### config.mk
export PLATFORM = sky130hd
export DESIGN_NAME = uart_tx_ctrl
export DESIGN_NICKNAME = d
export VERILOG_FILES = /design/src/rtl/uart_tx_ctrl.sv
export SDC_FILE = /design/constraint.sdc
export NUM_CORES = 1
export LEC_CHECK = 0
export CAP_MARGIN = 20
export CORE_ASPECT_RATIO = 1.4
export CORE_MARGIN = 3
export CORE_UTILIZATION = 51
export CTS_CLUSTER_SIZE = 28
export DETAILED_ROUTE_END_ITERATION = 10
export GPL_ROUTABILITY_DRIVEN = 1
export PLACE_DENSITY = 0.78
export RECOVER_POWER = 50
export SYNTH_ARGS = -nofsm -noshare
export SYNTH_HDL_FRONTEND = slang
export SYNTH_SLANG_ARGS = --single-unit
### constraint.sdc
create_clock -name clk -period 2.4 [get_ports clk]
set_clock_uncertainty 0.1 [all_clocks]
set_input_delay 0.6 -clock clk [delete_from_list [all_inputs] [get_ports clk]]
set_output_delay 0.6 -clock clk [all_outputs]
set_load 0.02 [all_outputs]
### src/rtl/uart_tx_ctrl.sv
// uart_tx_ctrl
//   Transmit-side controller for a UART. It sits directly upstream of an external
//   FRAME_BITS-wide parallel-in/serial-out right-shift register.
//   - A byte is accepted through a ready/valid handshake.
//   - The controller builds the full frame: start, data LSB-first, parity, stop.
//   - It pulses `load` once to hand the frame to the shift register.
//   - It then pulses `shift` once per baud period, so the register's LSB walks the
//     frame out onto the line.
//   - A one-cycle `tx_done` pulse marks the end of the frame.
//
// Ports
//   clk       in   system clock, rising edge
//   rst       in   synchronous active-high reset
//   tx_start  in   valid: request to send tx_data (only looked at while idle)
//   tx_data   in   payload byte, sampled on accept
//   tx_ready  out  high while idle and able to accept
//   frame     out  parallel frame to the shift register D input (all ones after reset)
//   load      out  parallel-load strobe for the shift register
//   shift     out  shift strobe for the shift register
//   tx_done   out  one-cycle pulse once the stop bit has been fully sent

module uart_tx_ctrl #(
   parameter int unsigned  DATA_BITS  = 8,
   parameter int unsigned  BAUD_DIV   = 5208,
   parameter bit           PARITY_ODD = 1'b0,
   localparam int unsigned FRAME_BITS = DATA_BITS + 3
) (
   input  logic                  clk,
   input  logic                  rst,
   input  logic                  tx_start,
   input  logic [DATA_BITS-1:0]  tx_data,
   output logic                  tx_ready,
   output logic [FRAME_BITS-1:0] frame,
   output logic                  load,
   output logic                  shift,
   output logic                  tx_done
);

   localparam int unsigned BAUD_W = (BAUD_DIV > 1) ? $clog2(BAUD_DIV) : 1;
   localparam int unsigned BIT_W  = $clog2(FRAME_BITS);

   localparam logic [BAUD_W-1:0] BAUD_LAST = BAUD_W'(BAUD_DIV - 1);
   localparam logic [BIT_W-1:0]  BIT_LAST  = BIT_W'(FRAME_BITS - 1);

   typedef enum logic [1:0] {
      StIdle,
      StLoad,
      StSend,
      StDone
   } state_e;

   state_e                state_q, state_d;
   logic [FRAME_BITS-1:0] frame_q, frame_d;
   logic [BAUD_W-1:0]     baud_cnt_q, baud_cnt_d;
   logic [BIT_W-1:0]      bit_cnt_q, bit_cnt_d;

   logic                  parity_bit;
   logic                  baud_tick;

   // PARITY_ODD inverts the even-parity XOR reduction.
   assign parity_bit = (^tx_data) ^ PARITY_ODD;
   assign baud_tick  = (baud_cnt_q == BAUD_LAST);

   //------------------------------------------------------------------
   // Moore outputs, except shift, which also needs the baud terminal count
   //------------------------------------------------------------------
   always_comb begin
      tx_ready = 1'b0;
      load     = 1'b0;
      shift    = 1'b0;
      tx_done  = 1'b0;
      unique case (state_q)
         StIdle:  tx_ready = 1'b1;
         StLoad:  load     = 1'b1;
         StSend:  shift    = baud_tick;
         StDone:  tx_done  = 1'b1;
         default: ;
      endcase
   end

   //------------------------------------------------------------------
   // Next-state logic
   //------------------------------------------------------------------
   always_comb begin
      state_d    = state_q;
      frame_d    = frame_q;
      baud_cnt_d = baud_cnt_q;
      bit_cnt_d  = bit_cnt_q;

      unique case (state_q)
         StIdle: begin
            if (tx_start) begin
               // Bit 0 leaves the shift register first, so the start bit sits at the LSB.
               frame_d = {1'b1, parity_bit, tx_data, 1'b0};
               state_d = StLoad;
            end
         end

         StLoad: begin
            baud_cnt_d = '0;
            bit_cnt_d  = '0;
            state_d    = StSend;
         end

         StSend: begin
            if (baud_tick) begin
               baud_cnt_d = '0;
               if (bit_cnt_q == BIT_LAST) begin
                  // That was the shift that pushes the stop bit out; the line is back to 1s.
                  bit_cnt_d = '0;
                  state_d   = StDone;
               end else begin
                  bit_cnt_d = bit_cnt_q + BIT_W'(1);
               end
            end else begin
               baud_cnt_d = baud_cnt_q + BAUD_W'(1);
            end
         end

         StDone: begin
            state_d = StIdle;
         end

         default: begin
            state_d = StIdle;
         end
      endcase
   end

   //------------------------------------------------------------------
   // State register
   //------------------------------------------------------------------
   always_ff @(posedge clk) begin
      if (rst) begin
         state_q    <= StIdle;
         frame_q    <= '1;
         baud_cnt_q <= '0;
         bit_cnt_q  <= '0;
      end else begin
         state_q    <= state_d;
         frame_q    <= frame_d;
         baud_cnt_q <= baud_cnt_d;
         bit_cnt_q  <= bit_cnt_d;
      end
   end

   assign frame = frame_q;

   //------------------------------------------------------------------
   // Invariants
   //------------------------------------------------------------------
   a_no_load_with_shift : assert property (@(posedge clk) disable iff (rst)
      !(load && shift));

   a_baud_cnt_range : assert property (@(posedge clk) disable iff (rst)
      baud_cnt_q <= BAUD_LAST);

   a_bit_cnt_range : assert property (@(posedge clk) disable iff (rst)
      bit_cnt_q <= BIT_LAST);

endmodule

* Word-level counts from Yosys, hierarchy flattened
Cells that the tools add are included.
Word-level totals: register bits after elaboration 29, latch bits 0, memory bits (writable) 0, ROM bits 0, bits of input ports 11, output and inout port bits 15, word-level logic and storage cells 33, memories kept 0
Cells by class: add/subtract/negate cells 2, multipliers 0, div/mod/pow operators 0, order comparisons 0, equality and inequality tests 8, shift-type cells 0, mux-type cells 13, bitwise operators 0, reduce and logical (&&, ||, !) cells 6
Operators by type and width (number):
- one-hot mux 13 bit (2 select lines) | 1
- adder 13 x 1 -> 13 bit (second input constant) | 1
- equality test 13 bit (second input constant) | 1
- 2-to-1 mux 13 bit | 1
- 2-to-1 mux 4 bit | 2
- one-hot mux 2 bit (4 select lines) | 1
- one-hot mux 4 bit (2 select lines) | 1
- parity 8 bit | 1
- 2-to-1 mux 2 bit | 3
- != test 2 bit (second input constant) | 3
- adder 4 x 1 -> 4 bit (second input constant) | 1
- equality test 2 bit (second input constant) | 2
- equality test 4 bit (second input constant) | 1
- 2-to-1 mux 1 bit | 4
- AND reduction 2 bit | 2
- AND reduction 3 bit | 1
- equality test 2 x 1 -> 1 bit (second input constant) | 1
- logical NOT 2 bit | 1
- nonzero test 2 bit | 1

* Longest topological paths before layout
Gate-level depths: netlist of the first run.
depth in word-level cells 4, mapped depth 7, gate-level depth less buffers 6

* Worst setup path before layout of the first run
No wires, ideal clock.
path kind reg2out, from register baud_cnt_q[0], to output port shift, arrival 1.144 ns, data required time 1.700 ns, slack 0.556 ns, stages on the path, launching flop included 5, path buffers 0, path through dfxtp_1 -> ha_1 -> and4b_4 -> nand4_2 -> inv_1
Between the ends: word-level cells in the longest chain between the ends 2
RTL lines:
- from (decl) | line 54 | logic [BAUD_W-1:0] baud_cnt_q, baud_cnt_d;
- from (signal assigned) | line 142 | baud_cnt_q <= baud_cnt_d;
- equality test 13 bit | line 62 | assign baud_tick = (baud_cnt_q == BAUD_LAST);
- 2-to-1 mux 1 bit | line 72 | unique case (state_q)
- to (decl) | line 35 | output logic shift,
Every way passes these cells.

* Worst setup path after layout of the first run
from register state_q[1], to output port load
Between the ends: word-level cells in the longest chain between the ends 2
RTL lines:
- from (decl) | line 52 | state_e state_q, state_d;
- from (signal assigned) | line 135 | state_q <= StIdle;
- from (signal assigned) | line 140 | state_q <= state_d;
- equality test 2 x 1 -> 1 bit | line 72
- 2-to-1 mux 1 bit | line 72
- to (decl) | line 34 | output logic load,
Every way passes these cells.

==> flow_results.org, run 1 <==
** Power and ir drop
- The analysis attributes to net switching a power of between 0.0006 and 0.0007 W.
- The share of total power dissipated in sequential elements is 0.374.
- Internal power comes to between 0.0009 and 0.001 W.
- Of the total power, the clock network draws 0.182.
- In this run the power density over the cells is 893.4 nW/um^2.
- P_leak :: around 0.7 nW
- Of the total power, the share spent switching nets is 0.4003.
- VDD sags by at most about 0.67 mV.
- Power share of the combinational group :: 0.444

** Worst setup path
- STA classifies the critical path endpoint as an output port.
- Top fanout value on the critical path :: 4
- Worst-path cell chain :: inv_1 > ha_1 > clkdlybuf4s50_1
- Critical path data required time :: around 1.7 ns
- The kind of cell with the highest combined delay along the critical path is buffers and inverters.
- Together, buffers and inverters on the worst path number 2.
- Source of the worst register-to-register timing path :: state_q[0]$_SDFFE_PP0P_
- Measured in cells, the most critical reg-to-reg path has a length of 6.
- Arrival time at the worst endpoint :: between 1.5 and 2 ns
- Classification of the worst setup path :: flop to output port
- Setup slack on the worst reg-to-reg path comes out at around 0.27 ns.
- On the worst path, the slowest cell contributes a delay of 0.60 ns.
- On the critical path, the stage with the largest delay is an instance of sky130_fd_sc_hd__clkdlybuf4s50_1.
- Reg-to-reg critical path endpoint :: baud_cnt_q[12]$_SDFFE_PP0P_
- The worst setup path is launched from a flop.

** Hold path
- Worst min-delay path category :: flop to flop
- Hold path endpoint :: frame[0]$_SDFFE_PP1P_
- Source of the worst hold timing path :: frame[0]$_SDFFE_PP1P_
- Counting instances, the worst hold path has a depth of 2.

** Final layout
- The library cell used most frequently in the layout, excluding fill and tap cells, is sky130_fd_sc_hd__dfxtp_1.
- At the end of the flow, the number of nets in the layout was around 220.
- Layout fillers :: about 250
- Antenna diode instance count :: 0
- Leading cell types in the layout, fill and taps excluded :: sky130_fd_sc_hd__dfxtp_1 (28), sky130_fd_sc_hd__nand3_1 (22), sky130_fd_sc_hd__clkdlybuf4s50_1 (21), sky130_fd_sc_hd__nand2_1 (18), sky130_fd_sc_hd__nor2_1 (12)
- Layout overhead on the synthesized area :: 23.64%
- In the final layout, the share of cells above drive strength 1 is 0.1010.

** Clocking
- TritonCTS Buffers :: 5
- Clock tree from TritonCTS :: done
- Buffers added to address setup during post-CTS repair amount to 0.
- The clock drives 29 sinks.
- Clock-pin slew reported for the worst setup and hold paths after clock tree synthesis :: ~0.10 ns
- In this run the number of H-tree levels came out at 2.
- The clock reaches the later pin of the worst-skew pair after approximately 0.34 ns.
- Buffers from clock root to sink, at most :: 2
- Hold repair after CTS inserted 0 buffers.
- Root buffer selected by CTS :: sky130_fd_sc_hd__clkbuf_4

** Yosys
- In the synthesized netlist the async set-or-reset flop fraction comes to 0.
- Number of enable-type register cells in the synthesized netlist :: 0
- Of all cell types, the one taking the most synthesized area is sky130_fd_sc_hd__dfxtp_1.
- The cell area that synthesis handed to floorplanning was between 1000 and 1500 um^2.
- The area fraction in compound gates after synthesis was 0.08542.
- Yosys Warn Count :: 0
- Of the post-synthesis cell area, the dominant cell type holds 0.4003.
- Dominant combinational cell family by area after synthesis :: simple AND/OR/NAND/NOR gates
- Gate Count Post-Synth :: about 170
- Counting every net in the synthesized netlist gives 186.
- Of the total synthesized cell area, the portion taken by XOR and XNOR cells is 0.09664.
- Averaged over all synthesized cells, the footprint is 8.683 um^2.
- By area the synthesized netlist is led by sky130_fd_sc_hd__dfxtp_1 (40%), sky130_fd_sc_hd__nand3_1 (7.6%), sky130_fd_sc_hd__ha_1 (6.9%), sky130_fd_sc_hd__xnor2_1 (5.4%), sky130_fd_sc_hd__nand2_1 (4.7%).
- Register bit total from synthesis :: 29
- After synthesis, the share of cell area in mux cells is 0.
- Count of different cell masters after synthesis :: 36
- Among all flip-flop cells after synthesis, the most frequent one is sky130_fd_sc_hd__dfxtp_1.
- Post-synthesis adder-cell area fraction :: 0.06903
- Seq/Total Area, Yosys :: 0.4003
- Of the total synthesized cell area, the portion taken by AND, OR, NAND and NOR gates is 0.2951.

** STA
- Fin crit period :: around 2.3 ns
- Highest clock frequency the design can meet :: between 400 and 500 MHz
- Setup repair after global routing left no endpoint under its margin.
- Hold is met by 0.3579 ns.
- Total Negative Setup Slacks :: 0 ns
- Headroom to the max-slew limit came out at 0.6638.
- Final count of pins violating max slew :: 0
- Of the available clock period, the critical path in the final layout requires 0.9481.
- For the pin with the worst max-slew slack, the measured transition is roughly 0.5 ns.
- The number of hold-slack violations in the final timing report was 0.
- Setup violations remaining at the end of the flow were counted as 0.

** Floorplanning
- For this configuration, the core starts out at a cell density of 0.5431.
- # IOs :: 26
- The initialized floorplan defines 22 standard-cell rows.
- The die covers roughly 3500 um^2.
- Core footprint :: 2670 um^2
- The floorplan step set the die width to roughly 51 um.
- The floorplan step set the die height to between 60 and 70 um.

** Detailed routing
- Using the TritonRoute via totals, the vias-per-cell ratio works out to 5.453.
- Wires add up to 3.216 mm.
- In the final routed layout, each cell accounts on average for between 10 and 15 um.
- Antenna-violating nets left :: 0
- DRT Pass-1 Iters :: 4
- In the routed design, unresolved DRC markers number 0.
- Via count :: 1276
- First-iteration detailed-routing DRC count :: 23

** Flow run
- Max cap viols :: 0

** Global route
- For met3 alone, demand over resource in global routing was 0.08423.
- For met2 alone, demand over resource in global routing was 0.3458.
- Entering global routing, the biggest net connects 12 pins.
- Global routing met1 resource utilization :: 0.2280
- Via count of the first global-routing pass :: ~1300
- Antenna violations before repair :: 0
- First-pass GRT wire length :: 5.699 mm
- Overall global routing resource usage :: 0.2130
- In this run the most used layer during global routing was met2.
- Summed over all layers, the global routing overflow is 0.

** Outcome
- Outcome :: completed

** Place
- Final GP Congestion :: approximately 0.85
- Detailed placement finished with a half-perimeter wire length of roughly 2.4 mm.
- In this run the tool buffered the top-level ports with 24 buffer cells.
-- how the worst max path moves through the flow --
stage	from	endpoint	slack, ns	depth (start not counted)
final	state_q[1]$_SDFFE_PP0P_	load	0.12	3
after global routing	baud_cnt_q[1]$_SDFFE_PP0P_	shift	0.03	5
after CTS	baud_cnt_q[1]$_SDFFE_PP0P_	shift	0.04	5
after detailed placement	baud_cnt_q[1]$_SDFFE_PP0P_	shift	0.05	5
after global placement	baud_cnt_q[1]$_SDFFE_PP0P_	shift	0.12	5
after floorplan	baud_cnt_q[0]$_SDFFE_PP0P_	shift	0.56	4
-- metrics by stage --
step | total power, W | utilization | area (um^2) | instances | setup WS, ns
global placement | 0.001302 | 0.6532 | 1744 | 226 | 0.1165
finish | 0.001602 | 0.6715 | 1793 | 234 | 0.1245
detailed placement | 0.001326 | 0.6532 | 1744 | 226 | 0.04742
floorplan | 0.001056 | - | 1450 | 167 | 0.5565
global route | 0.001726 | 0.6715 | 1793 | 234 | 0.03228
CTS | 0.001630 | 0.6748 | 1802 | 234 | 0.04152
-- what timing repair did --
action | 4_1_cts | 5_1_grt
setup endpoints to repair | 1 | 2
pin swaps | 0 | 0
gates resized for setup | 4 | 4
-- cells by family (layout without fill, tap and decap cells) --
group | after synthesis | count (layout)
fa+ha+maj | 8 | 8
flops | 29 | 29
xor+xnor | 16 | 16
simple gates | 76 | 76
compound gates | 21 | 21
buf+inv | 16 | 47
other cells | 1 | 1
-- cell type report --
cell class	count	area [um^2]	share of cell area
inverters	8	30.03	0.01675
multi-input cells	122	795.8	0.4438
flip-flops and latches	29	584.3	0.3259
repair buffers	31	282.8	0.1577
clock inverters	3	17.52	0.009770
clock buffers	5	37.54	0.02094
well taps	36	45.04	0.02512
-- worst register-to-register path: stages (launching register included) --
cell	delay [ns]
sky130_fd_sc_hd__dfxtp_1	0.39
sky130_fd_sc_hd__inv_1	0.11
sky130_fd_sc_hd__ha_1	0.46
sky130_fd_sc_hd__and4_1	0.34
sky130_fd_sc_hd__nand3_1	0.16
sky130_fd_sc_hd__or3_1	0.36
sky130_fd_sc_hd__a21oi_1	0.14
-- power by group through the flow --
stage	sequential (W)	clock [W]	combinational, W
after global routing	0.000608	0.000333	0.000786
after detailed placement	0.000607	0	0.000719
final	0.000599	0.000292	0.000712
after global placement	0.000602	0	0.000700
after CTS	0.000599	0.000304	0.000727
after floorplan	0.000663	0	0.000393
-- state kept, by name, indices dropped and copies added, names as in the netlist --
signal / cells
frame: 10
bit_cnt_q: 4
state_q: 2
baud_cnt_q: 13
-- metal layers --
metal | wire length [um] | vias up
met5 | 0 | -
met1 | 1305 | 591
met2 | 1674 | 34
met4 | 85 | 0
met3 | 150 | 9
li1 | - | 642
-- Yosys cell counts (all sizes together), types with 2 or more instances --
| cell | instances |
|---|---|
| inv | 8 |
| or4 | 2 |
| xnor2 | 9 |
| nand4 | 5 |
| and4 | 2 |
| a31oi | 2 |
| ha | 8 |
| or3 | 4 |
| a21oi | 8 |
| nand2 | 18 |
| clkbuf | 4 |
| and2 | 2 |
| nor2 | 12 |
| and3 | 2 |
| o21ai | 6 |
| buf | 4 |
| xor2 | 7 |
| dfxtp | 29 |
| nand3 | 22 |
No activity file was read; power rests on OpenSTA's default activity.
==> run 2, diff against run 1 <==
--- a/config.mk
+++ b/config.mk
@@ -5,7 +5,6 @@
 export SDC_FILE = /design/constraint.sdc
 export NUM_CORES = 1
 export LEC_CHECK = 0
-export CAP_MARGIN = 20
 export CORE_ASPECT_RATIO = 1.4
 export CORE_MARGIN = 3
 export CORE_UTILIZATION = 51
==> results of run 2 <==
The final DEF is identical to that of run 1; final timing and power are the same.
